<file path="src/rtl/step_clock_gen.sv">
// Debounced single-step clock generator: one clean CpuClk pulse per button press.
// Optional free-run stepping is built only when STEP_AUTO_RUN_EN is defined.
module step_clock_gen #(
  parameter int DebounceCycles = 16000,
  parameter int HighCycles     = 8,
  parameter int DividerCount   = 8000000
) (
  input  logic        Clk,
  input  logic        Reset,
  input  logic        Button,
  input  logic        RunMode,
  output logic        CpuClk,
  output logic        StepPulse,
  output logic        Pressed,
  output logic [15:0] StepCount
);

  localparam int CntW = (DebounceCycles > 1) ? $clog2(DebounceCycles) : 1;
  localparam int HiW  = $clog2(HighCycles + 1);
  localparam logic [CntW-1:0] DbLast = CntW'(DebounceCycles - 1);
  localparam logic [HiW-1:0]  HiLoad = HiW'(HighCycles);

  typedef enum logic [1:0] {
    IDLE,
    PRESS_WAIT,
    HELD,
    RELEASE_WAIT
  } state_t;

  state_t            state_reg, state_next;
  logic [CntW-1:0]   db_cnt_reg, db_cnt_next;
  logic [HiW-1:0]    high_cnt_reg, high_cnt_next;
  logic [15:0]       step_count_reg, step_count_next;
  logic              pad_reg, meta_reg, btn_s_reg;
  logic              cpu_clk_reg, step_pulse_reg;
  logic              press_strobe;
  logic              step_next;

  // Pad capture flop feeding the two-stage synchronizer.
  always_ff @(posedge Clk or posedge Reset) begin
    if (Reset) begin
      pad_reg   <= 1'b0;
      meta_reg  <= 1'b0;
      btn_s_reg <= 1'b0;
    end else begin
      pad_reg   <= Button;
      meta_reg  <= pad_reg;
      btn_s_reg <= meta_reg;
    end
  end

  always_ff @(posedge Clk or posedge Reset) begin
    if (Reset) begin
      state_reg  <= IDLE;
      db_cnt_reg <= '0;
    end else begin
      state_reg  <= state_next;
      db_cnt_reg <= db_cnt_next;
    end
  end

  always_comb begin
    state_next   = state_reg;
    db_cnt_next  = db_cnt_reg;
    press_strobe = 1'b0;
    case (state_reg)
      IDLE: begin
        if (btn_s_reg) begin
          state_next  = PRESS_WAIT;
          db_cnt_next = '0;
        end
      end
      PRESS_WAIT: begin
        if (!btn_s_reg) begin
          state_next = IDLE;
        end else if (db_cnt_reg == DbLast) begin
          state_next   = HELD;
          press_strobe = 1'b1;
        end else begin
          db_cnt_next = db_cnt_reg + CntW'(1);
        end
      end
      HELD: begin
        if (!btn_s_reg) begin
          state_next  = RELEASE_WAIT;
          db_cnt_next = '0;
        end
      end
      RELEASE_WAIT: begin
        // A bounce back high returns to HELD without a second strobe.
        if (btn_s_reg) begin
          state_next = HELD;
        end else if (db_cnt_reg == DbLast) begin
          state_next = IDLE;
        end else begin
          db_cnt_next = db_cnt_reg + CntW'(1);
        end
      end
      default: state_next = IDLE;
    endcase
  end

`ifdef STEP_AUTO_RUN_EN
  localparam int DivW = (DividerCount > 1) ? $clog2(DividerCount) : 1;
  localparam logic [DivW-1:0] DivLast = DivW'(DividerCount - 1);

  logic [DivW-1:0] div_cnt_reg, div_cnt_next;
  logic            div_strobe;

  always_comb begin
    div_cnt_next = '0;
    div_strobe   = 1'b0;
    if (RunMode) begin
      if (div_cnt_reg == DivLast) begin
        div_strobe = 1'b1;
      end else begin
        div_cnt_next = div_cnt_reg + DivW'(1);
      end
    end
  end

  always_ff @(posedge Clk or posedge Reset) begin
    if (Reset) begin
      div_cnt_reg <= '0;
    end else begin
      div_cnt_reg <= div_cnt_next;
    end
  end

  // Button presses still debounce in free-run, but never step the CPU.
  assign step_next = RunMode ? div_strobe : press_strobe;
`else
  logic unused_run_mode;
  assign unused_run_mode = RunMode;
  assign step_next       = press_strobe;
`endif

  always_comb begin
    high_cnt_next = high_cnt_reg;
    if (high_cnt_reg != '0) begin
      high_cnt_next = high_cnt_reg - HiW'(1);
    end else if (step_pulse_reg) begin
      high_cnt_next = HiLoad;
    end
  end

  assign step_count_next = step_next ? (step_count_reg + 16'd1) : step_count_reg;

  always_ff @(posedge Clk or posedge Reset) begin
    if (Reset) begin
      high_cnt_reg   <= '0;
      cpu_clk_reg    <= 1'b0;
      step_pulse_reg <= 1'b0;
      step_count_reg <= '0;
    end else begin
      high_cnt_reg   <= high_cnt_next;
      cpu_clk_reg    <= (high_cnt_next != '0);
      step_pulse_reg <= step_next;
      step_count_reg <= step_count_next;
    end
  end

  assign CpuClk    = cpu_clk_reg;
  assign StepPulse = step_pulse_reg;
  assign StepCount = step_count_reg;
  assign Pressed   = (state_reg == HELD) || (state_reg == RELEASE_WAIT);

endmodule
</file>
<file path="config.mk">
export PLATFORM = sky130hd
export DESIGN_NAME = step_clock_gen
export DESIGN_NICKNAME = d
export VERILOG_FILES = /design/src/rtl/step_clock_gen.sv
export SDC_FILE = /design/constraint.sdc
export NUM_CORES = 1
export LEC_CHECK = 0
export ABC_AREA = 1
export BUFFER_PORTS_ARGS = -buffer_cell sky130_fd_sc_hd__clkbuf_2
export CAP_MARGIN = 15
export CORE_UTILIZATION = 53
export DETAILED_ROUTE_END_ITERATION = 7
export PLACE_DENSITY_LB_ADDON = 0.2
export SYNTH_ARGS = -nofsm -noshare
export SYNTH_HDL_FRONTEND = slang
export SYNTH_SLANG_ARGS = --single-unit
export TNS_END_PERCENT = 1
</file>
<file path="constraint.sdc">
create_clock -name Clk -period 1.6 [get_ports Clk]
set_clock_uncertainty 0.2 [all_clocks]
set_input_delay 0 -clock Clk [delete_from_list [all_inputs] [get_ports Clk]]
set_output_delay 0 -clock Clk [all_outputs]
set_load 0.01 [all_outputs]
</file>
==> flow_metrics.env <==
export IMPL_post_route_util_pct=73.49
export IMPL_die_h_microns=68.32
export IMPL_largest_reg_flops=16
export IMPL_slew_limit_headroom_pct=65.12
export IMPL_hpwl_mm=3.543
export IMPL_h_tree_depth=2
export IMPL_cts_tree="yes"
export IMPL_yosysWarnings=0
export IMPL_diodes=0
export IMPL_wl_met2_mm=2.671
export IMPL_m1WireLength_mm=2.349
export IMPL_grt_max_degree=42
export IMPL_die_w_microns=68.32
export IMPL_ctsLongestPathBuffers=2
export IMPL_finalSetupViolCount=15
export IMPL_setup_tns_ns=-1.031
export IMPL_path_clk_slew_ns=0.08
export IMPL_ant_nets=0
export IMPL_grt_ovfl_total=0
export IMPL_async_flop_share_pct=100.0
export IMPL_status="complete, but fails checks"
export IMPL_dr_pass1_iters=4
export IMPL_synth_flop_cell="dfrtp_1"
export IMPL_cp_arrival_ns=1.69
export IMPL_hold_slack_ns=0.1548
export IMPL_syn_to_final_growth_pct=29.74
export IMPL_crit_required_ns=1.59
export IMPL_drive_gt1_share_pct=28.07
export IMPL_power_density_mw_per_mm2=681.5
export IMPL_synth_area_sq_mm=0.002331
export IMPL_insertion_delay_ns=0.30
export IMPL_layout_common_cells="nand2_1, dfrtp_1, inv_1, buf_4, nor2_1"
export IMPL_fmax_mhz=589.9
export IMPL_finalCritPeriodShare_pct=105.9
export IMPL_failed_checks="negative setup slack"
export IMPL_grt_pass1_vias=1925
export IMPL_start_kind="register"
export IMPL_rsz0062_at_grt="yes"
export IMPL_drt_wl_total_mm=5.304
export IMPL_final_hold_viol_count=0
export IMPL_syn_area_per_cell_sq_um=7.424
export IMPL_syn_nets=321
export IMPL_highest_layer="met4"
export IMPL_yosys_cell_types_count=30
export IMPL_root_buffer="clkbuf_8"
export IMPL_grt_pass1_wl_mm=8.183
export IMPL_fp_coreArea_sq_mm=0.004115
export IMPL_path_class="register to register"
export IMPL_vias=2137
export IMPL_dr_wl_met3_microns=161
export IMPL_mostFrequentLayoutCell="nand2_1"
export IMPL_cts_sinks=41
export IMPL_first_iter_violations=122
export IMPL_rows=23
export IMPL_setup_ws_ns=-0.09516
export IMPL_synth_edf_count=0
export IMPL_syn_inst=314
export IMPL_numCtsBuffers=5
export IMPL_slew_viol_final=0
export IMPL_postPlaceCellArea_sq_mm=0.002693
export IMPL_ys_seq_elements=41
export IMPL_p_leak_nw=1.492
export IMPL_die_area_sq_mm=0.004668
export IMPL_wl_per_cell_microns=12.51
export IMPL_start_util_pct=56.64
export IMPL_via_per_inst=5.040
export IMPL_ir_worst_vdd_uv=511.2
export IMPL_hp_class="register to register"
export IMPL_drv_cap=0
export IMPL_min_period_ns=1.695
export IMPL_tightest_slew_ns=0.5231
export IMPL_ios=23
export IMPL_ys_seq_area_share_pct=44.02
export IMPL_end_kind="register"
export IMPL_power_mw=2.061
export IMPL_path_max_fanout=5
export IMPL_nets=380
export IMPL_drc=0
export IMPL_port_buffers=21
export IMPL_fin_area_sq_mm=0.003024
export IMPL_grt_antenna_before_repair=0
export IMPL_gp_congestion=0.8306
export IMPL_track_usage_pct=23.95
==> worst max-delay path, cell delays in order (launching register included) <==
cell	delay, ns
dfrtp_1	0.41
ha_4	0.18
nand3_4	0.10
nor3_4	0.23
nand4_4	0.17
buf_4	0.20
nand2_1	0.05
nand2_1	0.05
==> cell families (layout without fill, tap and decap cells) <==
group,Yosys count,count (layout),share of synthesized area [%]
flip-flops,41,41,44.01
AO/OA/AOI/OAI,17,17,4.187
AND/OR/NAND/NOR,198,199,36.66
XOR/XNOR,17,17,6.388
buffers and inverters,38,97,7.139
adder cells (fa/ha/maj),3,3,1.610
==> metrics by stage <==
stage / setup slack, ns / instances
after global routing: -0.1614 / 424
after CTS: -0.0001213 / 420
after global placement: -0.06013 / 410
after floorplan: -0.01507 / 314
after detailed placement: -0.05809 / 410
final: -0.09516 / 424
==> metal layers <==
| metal | vias up | track usage [%] |
|---|---|---|
| met5 | - | 0 |
| met4 | 0 | 8.594 |
| met3 | 10 | 4.667 |
| met2 | 36 | 43.14 |
| met1 | 992 | 27.83 |
| li1 | 1099 | - |
==> cell usage after synthesis (2+ instances only) <==
cell / n / area [sq um]
nand2_1: 111 / 416.7
dfrtp_1: 41 / 1026
nor2_1: 36 / 135.1
inv_1: 31 / 116.4
nand3_1: 27 / 135.1
o21ai_0: 13 / 65.06
xor2_1: 9 / 78.83
xnor2_1: 8 / 70.07
nand4_1: 6 / 37.54
nor3_1: 4 / 20.02
ha_1: 3 / 37.54
or2_2: 3 / 18.77
clkbuf_1: 2 / 7.510
nand2_2: 2 / 12.51
nand3b_1: 2 / 15.01
o21ai_2: 2 / 17.52
==> repair_timing <==
action                                  CTS  global route
hold buffers                              2             0
endpoints found under the hold margin    42             0
pin swaps                                 0            14
gates cloned                              0             2
resized for setup                         6            40
endpoints found under the setup margin   20            34
setup buffers                             0             3
==> report_power, final <==
part | leakage [nW] | switching [mW] | internal [mW]
logic | 0.874 | 0.0715 | 0.0465
registers | 0.560 | 0.0158 | 1.05
clock network | 0.0585 | 0.368 | 0.509
total | 1.49 | 0.456 | 1.61
==> area by class of cell <==
cell class              count  area (sq um)
clock buffers               7         86.33
multi-input cells         236          1304
fillers                   312          1091
clock inverters             1         30.03
flip-flops and latches     41          1027
well taps                  50         62.56
inverters                  32         122.6
repair buffers             57         391.6
==> path summary, 6_finish.rpt <==
kind / from / to / slack, ns / depth (start not counted)
max: db_cnt_reg[1]$_DFFE_PP0P_ / StepCount[5]$_DFFE_PP0P_ / -0.1 / 7
min: pad_reg$_DFF_PP0_ / meta_reg$_DFF_PP0_ / 0.15 / 0
max reg2reg: db_cnt_reg[1]$_DFFE_PP0P_ / StepCount[5]$_DFFE_PP0P_ / -0.1 / 7
min reg2reg: pad_reg$_DFF_PP0_ / meta_reg$_DFF_PP0_ / 0.15 / 0
max in group asynchronous: Reset / db_cnt_reg[2]$_DFFE_PP0P_ / 0.64 / 4
min in group asynchronous: Reset / StepCount[11]$_DFFE_PP0P_ / 0.16 / 4
(Power assumes the default switching activity.)
